===== src/rtl/fetch_unit.sv =====
// fetch_unit: RV32I fetch stage (PC, imem req/ack, skid-buffered IF/ID, redirect flush with stale-response discard)
module fetch_unit (
  input  logic        clk,
  input  logic        rst,
  output logic        imem_req,
  output logic [31:0] imem_addr,
  input  logic        imem_ack,
  input  logic [31:0] imem_rdata,
  input  logic        stall_in,
  input  logic        redirect_valid,
  input  logic [31:0] redirect_pc,
  output logic        ifid_valid,
  output logic [31:0] ifid_pc,
  output logic [31:0] ifid_instr,
  output logic [6:0]  ifid_opcode
);
  localparam logic [31:0] RESET_PC  = 32'h0000_0000;
  localparam logic [31:0] NOP_INSTR = 32'h0000_0013;
  typedef enum logic [1:0] {FETCH, HOLD, DISCARD} state_t;
  state_t state, state_nxt;
  logic [31:0] pc, stale_addr, skid_pc, skid_instr, target;
  logic xfer;
  assign target = redirect_pc & ~32'h3;
  always_ff @(posedge clk)
    state <= rst ? FETCH : state_nxt;
  always_comb
    state_nxt = (state == FETCH) ? (redirect_valid ? (xfer ? FETCH : DISCARD) : ((xfer && stall_in) ? HOLD : FETCH)) :
                (state == HOLD)  ? ((redirect_valid || !stall_in) ? FETCH : HOLD) :
                (state == DISCARD) ? (xfer ? FETCH : DISCARD) : FETCH;
  always_comb begin
    imem_req    = (state == FETCH || state == DISCARD) && !rst;
    imem_addr   = (state == DISCARD) ? stale_addr : pc;
    xfer        = imem_req && imem_ack;
    ifid_opcode = ifid_instr[6:0];
  end
  always_ff @(posedge clk) begin
    if (rst) begin
      pc         <= RESET_PC;
      stale_addr <= '0;
      skid_pc    <= '0;
      skid_instr <= '0;
      ifid_valid <= 1'b0;
      ifid_pc    <= '0;
      ifid_instr <= NOP_INSTR;
    end else if (redirect_valid) begin
      if (state == FETCH && !xfer) stale_addr <= pc;
      pc         <= target;
      ifid_valid <= 1'b0;
      ifid_instr <= NOP_INSTR;
    end else if (state == FETCH) begin
      if (xfer) begin
        pc <= pc + 32'd4;
        if (stall_in) begin
          skid_pc    <= pc;
          skid_instr <= imem_rdata;
        end else begin
          ifid_valid <= 1'b1;
          ifid_pc    <= pc;
          ifid_instr <= imem_rdata;
        end
      end else if (!stall_in) begin
        ifid_valid <= 1'b0;
        ifid_instr <= NOP_INSTR;
      end
    end else if (state == HOLD) begin
      if (!stall_in) begin
        ifid_valid <= 1'b1;
        ifid_pc    <= skid_pc;
        ifid_instr <= skid_instr;
      end
    end else begin
      ifid_valid <= 1'b0;
      ifid_instr <= NOP_INSTR;
    end
  end
endmodule


===== config.mk =====
export PLATFORM = sky130hd
export DESIGN_NAME = fetch_unit
export DESIGN_NICKNAME = d
export VERILOG_FILES = /design/src/rtl/fetch_unit.sv
export SDC_FILE = /design/constraint.sdc
export NUM_CORES = 1
export LEC_CHECK = 0
export ABC_AREA = 0
export BUFFER_PORTS_ARGS = -buffer_cell sky130_fd_sc_hd__buf_4
export CORE_MARGIN = 2
export CORE_UTILIZATION = 40
export DETAILED_ROUTE_END_ITERATION = 10
export PLACE_DENSITY = 0.72
export SKIP_LAST_GASP = 1
export SYNTH_ARGS = -nofsm -noshare
export SYNTH_HDL_FRONTEND = slang
export SYNTH_SLANG_ARGS = --single-unit

===== constraint.sdc =====
create_clock -name clk -period 2.3 [get_ports clk]
set_input_delay 0.345 -clock clk [delete_from_list [all_inputs] [get_ports clk]]
set_output_delay 0.345 -clock clk [all_outputs]
set_load 0.01 [all_outputs]

# [Word level (Yosys, flattened, before mapping)]
# Cells that the tools add are included.
[classes] multipliers=0 shifts=0 div=0 muxes=27 bitwise=2 eq_ne=6 reduce_logical=20 n_lt_le_gt_ge=0 add_sub_neg=1
[ops] op="$mux 32" count=15
[ops] op="$add 32x3->32 const B" count=1
[ops] op="$mux 2" count=5
[ops] op="$reduce_and 2->1" count=4
[ops] op="$reduce_and 4->1" count=2
[ops] op="$mux 1" count=7
[ops] op="$ne 2x2->1 const B" count=3
[ops] op="$reduce_bool 2->1" count=3
[ops] op="$logic_and 1x1->1" count=4
[ops] op="$logic_not 1->1" count=3
[ops] op="$ne 3x3->1 const B" count=1
[ops] op="$eq 2x1->1 const B" count=1
[ops] op="$eq 2x2->1 const B" count=1
[ops] op="$logic_not 2->1" count=1
[ops] op="$logic_or 1x1->1" count=2
[ops] op="$not 1->1" count=2
[ops] op="$reduce_or 2->1" count=1
[word_totals] rom_bits=0 latch_bits=0 memories=0 ff_bits=195 elab_cells=65 mem_bits_rw=0 output_inout_bits=105

# [Depth between registers and ports, before layout]
[logic_depth] depth_word=8 depth_mapped=8 ltp_nobuf=6

# [Least setup slack after synthesis]
# OpenSTA, ideal clock, no wires.
[synth_path] kind="reg2out" startpoint="reg state[1]" endpoint="out imem_addr[10]" arrival_time_ps=1766 path_buffers=4 required_time_ps=1955 setup_slack_ps=189 path_stages_with_launch=7 path_cell_list="dfxtp_1 buf_6 clkbuf_1 nor2b_1 clkbuf_1 clkbuf_1 mux2_2"
[synth_via] elab_chain_len=2
[synth_rtl] item="start: declaration" line="20" rtl="state_t state, state_nxt;"
[synth_rtl] item="start signal: assignment" line="25" rtl="state <= rst ? FETCH : state_nxt;"
[synth_rtl] item="$eq 2x2->1" line="32" rtl="imem_addr = (state == DISCARD) ? stale_addr : pc;"
[synth_rtl] item="$mux 32" line="32"
[synth_rtl] item="end: declaration" line="6" rtl="output logic [31:0] imem_addr,"
# Every way passes these cells.

# [Worst setup path after layout]
[layout_path] startpoint="reg state[0]" endpoint="out imem_addr[11]"
# The elaborated chain is that of the path after synthesis.

==> impl_metrics.toml <==
[routing]
vias = 7529
drc = 0
drt-initial-drc-count = 559
drt_pass1_iterations = 5
vias_per_cell = 5.317
wire_per_inst_um = 16.76
routed_wl_um = 23740
drtAntennaViolNets = 0

[floorplan]
initial_core_util_pct = 41.07
dieArea_mm2 = 0.02133
rows = 51
ios = 174
die_x_um = 146.1
core_area_mm2 = 0.01965
die_h_um = 146.1

[pwr]
power_w = 0.007266
leakagePower_nw = 3.917
ir_worst_vdd_mv = 0.5244
powerDensity_mw_per_mm2 = 705.5

[synth]
yosys.area_share.adder_pct = 0.1550
netlist_area_mm2 = 0.008073
yosys_warnings = 0
yosysTopAreaCell = "dfxtp_1"
synthFlopType = "dfxtp_1"
syn_avg_cell_area_um2 = 7.977
syn_inst = 1012
synth_compound_area_share_pct = 17.37
synth.distinct_cells = 42
synth_top_family_by_area = "simple AND/OR/NAND/NOR gates"
synthSimpleGateAreaFrac_pct = 22.69
yosysTopAreaCellShare_pct = 46.37
synth-seq-area-share_pct = 46.37
synth_xor_area_share_pct = 3.146
synth_area_leaders = "dfxtp_1, nand2_1, a21oi_1"
ys_ff_latch = 187
synthArstFlopShare_pct = 0
synth_edf_count = 0
synth_mux_area_share_pct = 4.014

[sta]
max_freq_mhz = 443.1
finalClockSkew_ns = 0.01255
finalSetupViolCount = 0
worst_slew_pin_slew_ns = 0.8522
hold_viol = 0
drv_slew = 0
period_share_pct = 98.12
fin_setup_tns_ns = 0
relSlewSlack_pct = 43.19
fin_crit_ns = 2.257

[worst_setup_path]
rrSetupSlack_ns = 0.14
rr_startpoint = "state[1]$_SDFF_PP0_"
r2r_cells = 6
crit_type = "flip-flop to primary output"
crit_required_ns = 1.96
critPathCaptureType = "primary output"
r2r_end = "pc[26]$_SDFFE_PP0P_"
crit_end = "imem_addr[11]"
critical_path_arrival_ns = 1.91
start_kind = "flip-flop"
startpoint = "state[0]$_SDFF_PP0_"
path_max_fanout = 40

[clock_network]
clock_path_buffers = 2
clock_sinks = 187
cts_max_level = 4
cts_root_buffer = "clkbuf_16"
clk_latency_ns = 0.43
clk_pin_slew_ns = 0.07
cts_tree = "yes"
hold_buffers = 0
numCtsBuffers = 17

[global_routing]
grt_usage_pct = 21.41
grt_max_degree = 80
overflow = 0
grt_pass1_vias = 6974
antenna_found_initial = 0
grt_pass1_wl_um = 36940

[final_layout]
num_antenna_cells = 0
fin_nets = 1208
drive_gt1_share_pct = 25.28
area_growth_pct = 27.59

[job]
max-cap-violations = 0

[place]
numPortBuffers = 167
dp_hpwl_um = 14900
gp_congestion = 0.7864

[min_path]
hp-start = "imem_ack"
hold_path.class = "primary input to flip-flop"

[outcome]
status = "completed"
sequential cells by signal, summed over array words and instances (netlist names):
signal and count:
pc 30, skid_instr 32, stale_addr 30, ifid_pc 30
ifid_valid 1, ifid_instr 32, skid_pc 30, state 2
worst min-delay path by stage:
stage / to / slack (ns) / cells past startpoint
6_report: state[1]$_SDFF_PP0_ / 0.11 / 2
4_1_cts: state[1]$_SDFF_PP0_ / 0.09 / 2
5_1_grt: state[1]$_SDFF_PP0_ / 0.10 / 2
3_5_place_dp: stale_addr[13]$_SDFFE_PP0P_ / 0.44 / 2
2_1_floorplan: state[1]$_SDFF_PP0_ / 0.42 / 1
3_3_place_gp: skid_pc[17]$_SDFFE_PP0P_ / 0.44 / 2
layer usage:
metal / wire length (um) / share of wire (%) / GRT usage, % / vias to the layer above
li1: - / - / - / 3719
met1: 10490 / 44 / 28.52 / 3520
met2: 11030 / 46 / 34.46 / 263
met3: 1820 / 7.7 / 5.250 / 27
met4: 403 / 1.7 / 6.553 / 0
met5: 0 / 0 / 0 / -
through the flow:
| stage | worst slack [ns] | hold slack, ns | area, um^2 | utilization [%] | instances |
|---|---|---|---|---|---|
| after floorplan | 0.1888 | 0.4221 | 8084 | - | 1015 |
| after global placement | 0.2185 | 0.4378 | 9565 | 48.67 | 1379 |
| after detailed placement | 0.1621 | 0.4430 | 9565 | 48.67 | 1379 |
| after CTS | 0.004369 | 0.09235 | 10170 | 51.73 | 1411 |
| after global routing | -0.01984 | 0.1028 | 10300 | 52.41 | 1416 |
| final | 0.04325 | 0.1085 | 10300 | 52.41 | 1416 |
report_power, final:
| group | internal [W] | switching [W] | total [W] |
|---|---|---|---|
| sequential | 0.00335 | 0.0000981 | 0.00345 |
| clock | 0.00145 | 0.00144 | 0.00288 |
| combinational | 0.000421 | 0.000513 | 0.000934 |
| total | 0.00522 | 0.00205 | 0.00727 |
cell families (layout without fill, tap and decap cells):
kind of cell	after synthesis	after routing
and+or+nand+nor	426	426
DFF	187	187
other	1	4
adders and majority gates	1	1
AOI/OAI and AO/OA	222	222
xor gates and xnor gates	29	29
muxes	29	29
buffers and inverters	117	253
synthesized netlist by cell type, types with 2 or more instances:
library cell,instances
buf_2,3
o221ai_1,3
nor4_1,7
inv_1,5
nor3_1,36
nand2b_1,2
clkbuf_1,94
o21ai_0,33
a221oi_1,29
a21oi_1,103
buf_4,11
nand3_1,13
a211oi_1,15
xor2_1,20
nor2b_1,4
mux2_2,27
and2_1,2
mux2i_1,2
buf_6,2
nand4_1,17
and3_1,8
nor2_1,90
o22ai_1,6
a311oi_1,30
xnor2_1,9
nand2_1,238
nand3b_1,2
dfxtp_1,187
worst max-delay path, cell delays in order (launching register included):
cell     delay [ns]
dfxtp_1        0.34
buf_12         0.19
nor2b_4        0.15
buf_12         0.14
buf_12         0.14
mux2_2         0.37
buf_4          0.15
cell type report:
cell class	instances	area, um^2
Tap cell	265	331.6
Clock inverter	15	147.6
Timing Repair Buffer	216	1749
Sequential cell	187	3747
Fill cell	1875	9354
Multi-Input combinational cell	711	3880
Clock buffer	17	425.4
Inverter	5	18.77
timing repair:
item / 4_1_cts / 5_1_grt
resized for setup: 7 / 9
endpoints found under the setup margin: 29 / 27
pin swaps: 0 / 0
gates cloned: 0 / 3
buffers inserted: 0 / 2
layout by cell type (no fill, tap or decap), types with 2 or more instances in the layout:
cell type   instances
nand2_1           237
buf_4             207
dfxtp_1           186
a21oi_1           103
nor2_1             89
nor3_1             36
o21ai_0            33
a311oi_1           30
a221oi_1           29
mux2_2             27
xor2_1             20
clkbuf_16          20
nand4_1            17
a211oi_1           15
nand3_1            13
xnor2_1             9
and3_1              8
o22ai_1             6
inv_8               6
buf_12              6
inv_1               5
nor4_1              5
conb_1              4
nor4_2              3
o221ai_1            3
inv_6               3
mux2i_1             2
nand2b_1            2
nor2b_2             2
nand3b_1            2
clkinvlp_4          2
clkinv_4            2
Note: power is estimated with default switching activity, not from simulation.
